--- src/rtl/unshuffle_pkg.sv ---
// Shared types and the pixel-to-byte mapping of the space-to-depth word layout.
package unshuffle_pkg;
  typedef enum logic [1:0] {IDLE, RUN, FLUSH} state_t;

  localparam int WORD_BYTES = 16;
  localparam int BANKS      = 4;

  // Byte lane of pixel (y, x) inside its 4x4 tile word; byte 15 is the MSB byte.
  function automatic logic [3:0] byte_index(input int y, input int x);
    int ch, pos;
    ch  = (y % 2) * 2 + (x % 2);
    pos = ((y / 2) % 2) * 2 + ((x / 2) % 2);
    return 4'(WORD_BYTES - 1 - (ch * 4 + pos));
  endfunction
endpackage

--- src/rtl/unshuffle_word_pack.sv ---
// Places one 4-pixel tile-row segment into its 16-byte word lanes; purely combinational.
module unshuffle_word_pack
  import unshuffle_pkg::*;
#(
  parameter int BW_PER_ACT = 8
) (
  input  logic [1:0]                         r,
  input  logic [4*BW_PER_ACT-1:0]            acts,
  output logic [WORD_BYTES*BW_PER_ACT-1:0]   wdata,
  output logic [WORD_BYTES-1:0]              bytemask
);

  always_comb begin
    wdata    = '0;
    bytemask = '1;
    // acts[0] is the leftmost pixel of the segment (x % 4 == 0)
    for (int k = 0; k < 4; k++) begin
      wdata[byte_index(int'(r), k)*BW_PER_ACT +: BW_PER_ACT] = acts[k*BW_PER_ACT +: BW_PER_ACT];
      bytemask[byte_index(int'(r), k)] = 1'b0;
    end
  end

endmodule

--- src/rtl/unshuffle_stream.sv ---
// Raster-order activation stream to 4-bank space-to-depth SRAM writer with start/done control.
// Optional UNSHUFFLE_STALL_CNT_EN adds stall_cnt, a saturating count of RUN cycles without in_valid.
module unshuffle_stream
  import unshuffle_pkg::*;
#(
  parameter int IMG_W        = 28,
  parameter int IMG_H        = 28,
  parameter int BW_PER_ACT   = 8,
  parameter int CH_NUM       = 4,
  parameter int ACT_PER_ADDR = 4,
  parameter int ADDR_W       = 6
) (
  input  logic                                      clk,
  input  logic                                      rst,
  input  logic                                      start,
  input  logic                                      in_valid,
  output logic                                      in_ready,
  input  logic [BW_PER_ACT-1:0]                     in_data,
  output logic                                      busy,
  output logic                                      done,
`ifdef UNSHUFFLE_STALL_CNT_EN
  output logic [15:0]                               stall_cnt,
`endif
  output logic [3:0]                                sram_wen,
  output logic [CH_NUM*ACT_PER_ADDR-1:0]            sram_bytemask,
  output logic [ADDR_W-1:0]                         sram_waddr,
  output logic [CH_NUM*ACT_PER_ADDR*BW_PER_ACT-1:0] sram_wdata
);

  localparam int WORDS_PER_ROW = (IMG_W + 7) / 8;
  localparam int WORDS         = ((IMG_H + 7) / 8) * WORDS_PER_ROW;

  if (IMG_W % 4 != 0 || IMG_W < 4 || IMG_W > 256) begin : g_bad_img_w
    $error("IMG_W must be a multiple of 4 in 4..256");
  end
  if (IMG_H % 4 != 0 || IMG_H < 4 || IMG_H > 256) begin : g_bad_img_h
    $error("IMG_H must be a multiple of 4 in 4..256");
  end
  if (CH_NUM != 4 || ACT_PER_ADDR != 4 || CH_NUM * ACT_PER_ADDR != WORD_BYTES) begin : g_bad_word
    $error("CH_NUM and ACT_PER_ADDR are fixed at 4");
  end
  if ((2 ** ADDR_W) < WORDS) begin : g_bad_addr_w
    $error("ADDR_W too narrow for the image");
  end

  state_t                  state, state_nx;
  logic [7:0]              x, y;
  logic [3*BW_PER_ACT-1:0] sh;
  logic                    accept, seg_end, last_px;
  logic [ADDR_W-1:0]       addr;
  logic [WORD_BYTES*BW_PER_ACT-1:0] pack_data;
  logic [WORD_BYTES-1:0]   pack_mask;

  assign accept  = in_valid && (state == RUN);
  assign seg_end = (x[1:0] == 2'd3);
  assign last_px = (x == 8'(IMG_W - 1)) && (y == 8'(IMG_H - 1));

  always_ff @(posedge clk or posedge rst) begin
    if (rst) state <= IDLE;
    else     state <= state_nx;
  end

  always_comb begin
    state_nx = state;
    in_ready = 1'b0;
    busy     = 1'b0;
    done     = 1'b0;
    case (state)
      IDLE:  if (start) state_nx = RUN;
      RUN: begin
        in_ready = 1'b1;
        busy     = 1'b1;
        if (in_valid && last_px) state_nx = FLUSH;
      end
      FLUSH: begin
        busy     = 1'b1;
        done     = 1'b1;
        state_nx = IDLE;
      end
      default: state_nx = IDLE;
    endcase
  end

  always_ff @(posedge clk or posedge rst) begin
    if (rst) begin
      x  <= '0;
      y  <= '0;
      sh <= '0;
    end else if (state == IDLE && start) begin
      x <= '0;
      y <= '0;
    end else if (accept) begin
      sh <= {in_data, sh[3*BW_PER_ACT-1:BW_PER_ACT]};
      if (x == 8'(IMG_W - 1)) begin
        x <= '0;
        y <= (y == 8'(IMG_H - 1)) ? 8'd0 : y + 8'd1;
      end else begin
        x <= x + 8'd1;
      end
    end
  end

  // Two tiles share a word address per direction; the low tile bits pick the bank.
  assign addr = ADDR_W'(y[7:3]) * ADDR_W'(WORDS_PER_ROW) + ADDR_W'(x[7:3]);

  unshuffle_word_pack #(.BW_PER_ACT(BW_PER_ACT)) u_pack (
    .r        (y[1:0]),
    .acts     ({in_data, sh}),
    .wdata    (pack_data),
    .bytemask (pack_mask)
  );

  always_ff @(posedge clk or posedge rst) begin
    if (rst) begin
      sram_wen      <= 4'hF;
      sram_bytemask <= '1;
      sram_waddr    <= '0;
      sram_wdata    <= '0;
    end else if (accept && seg_end) begin
      sram_wen      <= ~(4'b0001 << {y[2], x[2]});
      sram_bytemask <= pack_mask;
      sram_waddr    <= addr;
      sram_wdata    <= pack_data;
    end else begin
      sram_wen      <= 4'hF;
      sram_bytemask <= '1;
      sram_wdata    <= '0;
    end
  end

`ifdef UNSHUFFLE_STALL_CNT_EN
  always_ff @(posedge clk or posedge rst) begin
    if (rst)                                            stall_cnt <= '0;
    else if (state == IDLE && start)                    stall_cnt <= '0;
    else if (state == RUN && !in_valid && stall_cnt != 16'hFFFF) stall_cnt <= stall_cnt + 16'd1;
  end
`endif

endmodule

--- config.mk ---
export PLATFORM = sky130hd
export DESIGN_NAME = unshuffle_stream
export DESIGN_NICKNAME = d
export VERILOG_FILES = /design/src/rtl/unshuffle_pkg.sv /design/src/rtl/unshuffle_word_pack.sv /design/src/rtl/unshuffle_stream.sv
export SDC_FILE = /design/constraint.sdc
export NUM_CORES = 1
export LEC_CHECK = 0
export ABC_CLOCK_PERIOD_IN_PS = 6150
export BUFFER_PORTS_ARGS = -buffer_cell sky130_fd_sc_hd__buf_2
export CAP_MARGIN = 20
export CORE_ASPECT_RATIO = 0.6
export CORE_MARGIN = 5
export CORE_UTILIZATION = 50
export CTS_BUF_LIST = sky130_fd_sc_hd__clkbuf_8
export CTS_CLUSTER_DIAMETER = 80
export DETAILED_ROUTE_END_ITERATION = 8
export GPL_TIMING_DRIVEN = 0
export PLACE_DENSITY = 0.76
export SKIP_CTS_REPAIR_TIMING = 1
export SLEW_MARGIN = 20
export SYNTH_ARGS = -nofsm -noshare
export SYNTH_HDL_FRONTEND = slang
export SYNTH_HIERARCHICAL = 1
export SYNTH_SLANG_ARGS = --single-unit
--- constraint.sdc ---
create_clock -name clk -period 6.15 [get_ports clk]
set_clock_uncertainty 0.1 [all_clocks]
set_input_delay 0.615 -clock clk [delete_from_list [all_inputs] [get_ports clk]]
set_output_delay 0.615 -clock clk [all_outputs]
set_load 0.01 [all_outputs]
==> results.ini, run 1 <==
[final_layout]
area_growth_pct=19.5
drive_gt1_frac=0.354
fill_cells=1348
fin_area_sq_um=9860
multi_input_area_sq_um=2960
fin_nets=897
n_antenna_cell=0
seq_area_sq_um=4930

[sta]
rsz0062_at_grt=false
fin_crit_sh=0.432
setup_violations=0
finalMaxSlewViolations=0
tightest_slew_ns=0.617
hold_viol_final=0
final.setup.tns_ns=0
timing.fmax_mhz=376
finalCriticalPeriod_ns=2.66
maxSlewHeadroom=0.587
setup_ws_ns=3.49

[placement]
gp_congestion=0.841
io_buffer_count=168
dp_slack_ns=3.55
dp_hpwl_um=14000
placed_area_sq_um=9410

[yosys]
netlist_area_sq_um=8250
yosysWarnings=6
async_flop_share=1.00
synth_cell_types=49
synth.area.top_cells=dfrtp_1 (53%), and2_1 (17%), dfstp_2 (6.4%)
avgSynthCellArea_sq_um=12.1
ys.flop_type=dfrtp_1
synth-seq-cells=196
seq_area_frac_synth=0.598
synthTopCellsByCount=and2_1 (227), dfrtp_1 (176), mux2_2 (26)
yosysTopAreaCell=dfrtp_1
synthCells=680
synth-edff-count=0
synth_nets=708
netlist.area_leader.share=0.534
synth.most_common_cell=and2_1

[critical_path]
crit_type=flip-flop to flip-flop
slowest_stage=clkbuf_1
r2r-end=sram_wdata[48]$_DFF_PP0_
start_kind=flip-flop
cp_max_fo=10
path_delay_family=buffers and inverters
endpoint_kind=flip-flop
path_cells=inv_1, ha_1, and3_1, clkbuf_1, clkbuf_1, clkbuf_1, and2_1
ff2ff_setup_slack_ns=3.49
crit_cells=7
r2r_cells=7
slowest_delay_ns=0.49
path_common_cell=clkbuf_1
cp.buffers_inverters=4
cp.required_ns=6.43
timing.rr.start=state[1]$_DFFE_PP0P_
cp_data_arrival_time_ns=2.94

[floorplan]
core-area_sq_um=16200
row_count=36
die_x_um=176
dieArea_sq_um=19300
die_y_um=109
design.portCount=169
initial_utilization=0.509

[cts]
numCtsBuffers=17
clk_latency_ns=0.46
path_clk_slew_ns=0.12
cts-root-buf=clkbuf_8
cts_sinks=196
htree_levels=4
cts_buffer_depth=2
cts_tree=built

[grt]
grt_max_degree=78
grt_overflow_total=0
track_usage=0.209
antenna_found_initial=0
grt_pass1_vias=5386
grt_pass1_wl_um=30400

[power_and_ir_drop]
p_leak_nw=5.15
powerDensity_nw_per_um2=284
ir_drop_v=0.000168

[routing]
drtIter0Drc=381
drc=0
vias=5407
drt-total-wl_um=19400
viasPerCell=4.96
drt_first_pass_iters=5
wl_per_cell_um=17.8
final_antenna_net_count=0

[worst_hold_path]
hp-class=input port to asynchronous set/reset pin

[run_status]
status=finished clean

[job]
max-cap-violations=0

placed cells by master, fill, tap and decap left out, types with 3 or more instances in the layout:
| cell type | Yosys | routed |
|---|---|---|
| clkbuf_1 | 19 | 19 |
| clkinv_8 | 0 | 6 |
| or4_1 | 3 | 3 |
| inv_6 | 0 | 6 |
| a311oi_1 | 3 | 3 |
| buf_6 | 9 | 9 |
| inv_1 | 14 | 13 |
| ha_1 | 15 | 15 |
| xnor2_1 | 5 | 5 |
| and2_2 | 4 | 4 |
| clkbuf_8 | 0 | 17 |
| nor2_1 | 4 | 4 |
| a21oi_1 | 12 | 12 |
| mux2_2 | 26 | 26 |
| and2_1 | 227 | 227 |
| nor3_1 | 11 | 11 |
| o31ai_1 | 3 | 3 |
| o21ai_0 | 4 | 4 |
| dfrtp_1 | 176 | 176 |
| nand3_1 | 6 | 6 |
| dfstp_2 | 20 | 20 |
| nand2_1 | 25 | 25 |
| and2_4 | 20 | 20 |
| buf_4 | 14 | 14 |
| nand4_1 | 3 | 3 |
| and4b_1 | 3 | 3 |
| buf_2 | 3 | 171 |
| nand2b_1 | 16 | 16 |
| and3_1 | 5 | 5 |
worst register-to-register path, stage by stage, from the launching register on:
cell and delay, ns:
dfrtp_1 0.42, inv_1 0.13, ha_1 0.30, and3_1 0.24, clkbuf_1 0.24, clkbuf_1 0.49
clkbuf_1 0.45, and2_1 0.21
kinds of logic (layout without fill, tap and decap cells):
logic type	Yosys count	count (layout)	synth area share
AOI/OAI and AO/OA	26	26	0.0191
DFF	196	196	0.598
muxes	26	26	0.0355
and+or+nand+nor	348	348	0.272
buffers and inverters	61	263	0.0431
xor gates and xnor gates	7	7	0.00743
adders and majority gates	16	16	0.0252
flip-flops by register name (all words and copies together), names as in the netlist:
signal	cells
sh	24
sram_bytemask	16
sram_waddr	6
sram_wdata	128
sram_wen	4
state	2
x	8
y	8
where the power goes:
group	leakage, nW	internal, mW	switching (mW)
Combinational	2.32	0.185	0.165
Clock	0.218	0.357	0.526
Sequential	2.62	1.38	0.179
worst max-delay path by stage:
stage                               endpoint            startpoint
finish              sram_wdata[48]$_DFF_PP0_  state[1]$_DFFE_PP0P_
CTS                 sram_wdata[48]$_DFF_PP0_  state[1]$_DFFE_PP0P_
detailed placement  sram_wdata[48]$_DFF_PP0_  state[1]$_DFFE_PP0P_
global route        sram_wdata[96]$_DFF_PP0_  state[1]$_DFFE_PP0P_
floorplan                  sh[0]$_DFFE_PP0P_                   rst
global placement    sram_wdata[43]$_DFF_PP0_                   rst
final cells by class:
cell class / instances / share of cell area
sequential: 196 / 0.500
clock inverter: 15 / 0.0211
tap: 209 / 0.0265
clock buffer: 17 / 0.0237
timing repair buffer: 170 / 0.0909
buffer: 47 / 0.0307
multi-input combinational: 423 / 0.301
inverter: 14 / 0.00609
through the flow:
stage               total power [mW]  std cells   util  hold WS [ns]
finish                          2.79       1091  0.608        0.0307
global route                    2.92       1091  0.608        0.0317
CTS                             2.82       1091  0.608        0.0135
detailed placement              1.93       1059  0.581         0.372
global placement                1.92       1057  0.577         0.357
floorplan                       1.76        680      -         0.408
routing by layer:
metal / share of wire / global-route usage
met1: 0.51 / 0.334
met4: 0.0085 / 0.0467
met5: 0 / 0
met3: 0.067 / 0.0416
met2: 0.41 / 0.294
Power figures use the tool's default switching activity.
==> run 2: changes to the inputs <==
- ABC_CLOCK_PERIOD_IN_PS: 6150 -> 2400
- clock period: 6.15 -> 2.4 ns (I/O delays scaled with it)
==> run 2 against run 1 <==
Die area stayed put; cell area is 1.1% higher; highest routed layer unchanged; largest cell class unchanged; power grew to 2.6 times the previous value; sequential power grew to 2.6 times the previous value; critical path depth stayed put; sequential share of layout area is 0.52 points lower; critical path type unchanged; fmax is 19% higher; critical endpoint is now sram_wdata[49]$_DFF_PP0_; largest power group unchanged; register-to-register slack worse by 3.3 ns.
==> results.ini, run 2 (same netlist as run 1, synthesis figures left out) <==
[sta]
finalCriticalPeriod_ns=2.23  ; -0.427 ns
fin_crit_sh=0.930  ; +0.498
timing.fmax_mhz=448  ; +19%
tightest_slew_ns=0.482  ; -0.135 ns
rsz0062_at_grt=false
finalMaxSlewViolations=0  ; unchanged
setup_violations=0  ; unchanged
hold_viol_final=0  ; unchanged
maxSlewHeadroom=0.678  ; +0.0907
final.setup.tns_ns=0  ; unchanged

[routing]
drc=0  ; unchanged
viasPerCell=4.93  ; -0.49%
wl_per_cell_um=18.0  ; +1.4%
vias=5410  ; +0.055%
drt_first_pass_iters=5  ; unchanged
drtIter0Drc=389  ; +2.1%
drt-total-wl_um=19800  ; +1.9%
final_antenna_net_count=0  ; unchanged

[critical_path]
cp.required_ns=2.69  ; -3.74 ns
endpoint_kind=flip-flop
cp_max_fo=10  ; unchanged
start_kind=flip-flop
timing.rr.start=state[1]$_DFFE_PP0P_
r2r_cells=7  ; unchanged
ff2ff_setup_slack_ns=0.17  ; -3.32 ns
cp_data_arrival_time_ns=2.53  ; -0.41 ns
r2r-end=sram_wdata[49]$_DFF_PP0_
crit_type=flip-flop to flip-flop

[worst_hold_path]
hold-path-endpoint=sh[16]$_DFFE_PP0P_
hold_path_depth=2
hold_start=in_data[0]
hp-class=input port to flip-flop

[placement]
placed_area_sq_um=9480  ; +0.73%
dp_hpwl_um=14500  ; +3.7%
io_buffer_count=168  ; unchanged
gp_congestion=0.821  ; -2.3%

[power_and_ir_drop]
powerDensity_nw_per_um2=720  ; +150%
clkPwrFrac=0.312  ; -0.004
ir_drop_v=0.000417  ; +150%
sw_frac_of_total=0.308  ; -0.00336
switchingPower_mw=2.21  ; +150%
p_int_mw=4.96  ; +160%
pwr-share-comb=0.128  ; +0.003
p_seq_frac=0.559  ; about the same
p_leak_nw=5.23  ; +1.6%

[cts]
htree_levels=4  ; unchanged
cts-root-buf=clkbuf_8
numCtsBuffers=17  ; unchanged
path_clk_slew_ns=0.10  ; -0.02 ns
cts_sinks=196  ; unchanged
clk_latency_ns=0.46  ; about the same
cts_buffer_depth=2  ; unchanged
cts_tree=built

[final_layout]
drive_gt1_frac=0.372  ; +0.0179
largest_register_ffs=128  ; unchanged
mostFrequentLayoutCell=and2_1
fin_nets=903  ; +0.67%
top_register=sram_wdata
area_growth_pct=20.7
largest_registers=sram_wdata: 128 flops, sh: 24 flops, sram_bytemask: 16 flops
n_antenna_cell=0  ; unchanged
layout_common_cells=and2_1 (227), dfrtp_1 (176), buf_2 (171), mux2_2 (26), nand2_1 (25)
fin_area_sq_um=9960  ; +1.1%

[floorplan]
design.portCount=169  ; unchanged
core-area_sq_um=16200  ; unchanged
row_count=36  ; unchanged
die_y_um=109  ; unchanged
initial_utilization=0.509  ; unchanged
die_x_um=176  ; unchanged
dieArea_sq_um=19300  ; unchanged

[grt]
antenna_found_initial=1  ; +1
grt_pass1_wl_um=30900  ; +1.5%
grt_max_degree=37  ; -53%
grt_pass1_vias=5382  ; -0.074%
grt_overflow_total=0  ; unchanged
track_usage=0.213  ; +0.00368

[job]
max-cap-violations=0  ; unchanged

[run_status]
status=finished clean

[run 2: metal layers]
metal | global-route usage | vias to the layer above | routed length, um
li1 | - | 2548 | -
met1 | 0.338 | 2663 | 10300
met2 | 0.298 | 191 | 8050
met3 | 0.0519 | 8 | 1380
met4 | 0.0384 | 0 | 78
met5 | 0 | - | 0
[run 2: worst max-delay path by stage]
stage / depth (start not counted) / end / startpoint / slack, ns
after global routing: 7 / sram_wdata[68]$_DFF_PP0_ / state[1]$_DFFE_PP0P_ / 0.01
after CTS: 7 / sram_wdata[49]$_DFF_PP0_ / state[1]$_DFFE_PP0P_ / -0.25
final: 7 / sram_wdata[49]$_DFF_PP0_ / state[1]$_DFFE_PP0P_ / 0.17
after detailed placement: 7 / sram_wdata[44]$_DFF_PP0_ / state[1]$_DFFE_PP0P_ / -0.23
after global placement: 2 / sram_wdata[43]$_DFF_PP0_ / rst / -1.55
after floorplan: 1 / sh[0]$_DFFE_PP0P_ / rst / -0.46
[run 2: critical path, cell delays in order (launching register included)]
cell	delay [ns]
dfrtp_1	0.41
inv_1	0.12
ha_1	0.31
and3_1	0.25
clkbuf_1	0.25
clkbuf_4	0.30
clkbuf_2	0.27
and2_1	0.16
[run 2: power groups by stage]
stage	clock (mW)	combinational, mW	sequential [mW]
3_5_place_dp	0	0.914	4.06
4_1_cts	2.30	0.920	4.00
2_1_floorplan	0	0.708	3.80
5_1_grt	2.42	1.03	4.04
6_report	2.24	0.920	4.01
3_3_place_gp	0	0.865	4.06
[run 2: layout make-up]
cell class / instances / area, sq um
repair buffers: 177 / 998
clock inverters: 14 / 176
inverters: 14 / 56.3
multi-input cells: 423 / 2970
flip-flops and latches: 196 / 4930
clock buffers: 18 / 248
plain buffers: 46 / 318
well taps: 209 / 262
fillers: 1334 / 6260
[run 2: stage by stage]
stage | hold slack, ns | cells | util | total power [mW] | worst slack (ns)
floorplan | 0.292 | 680 | - | 4.51 | -0.456
global placement | 0.357 | 1057 | 0.577 | 4.92 | -1.55
detailed placement | 0.187 | 1063 | 0.585 | 4.97 | -0.228
CTS | -0.335 | 1095 | 0.611 | 7.21 | -0.251
global route | 0.000905 | 1097 | 0.614 | 7.50 | 0.0145
finish | 0.0298 | 1097 | 0.614 | 7.17 | 0.167
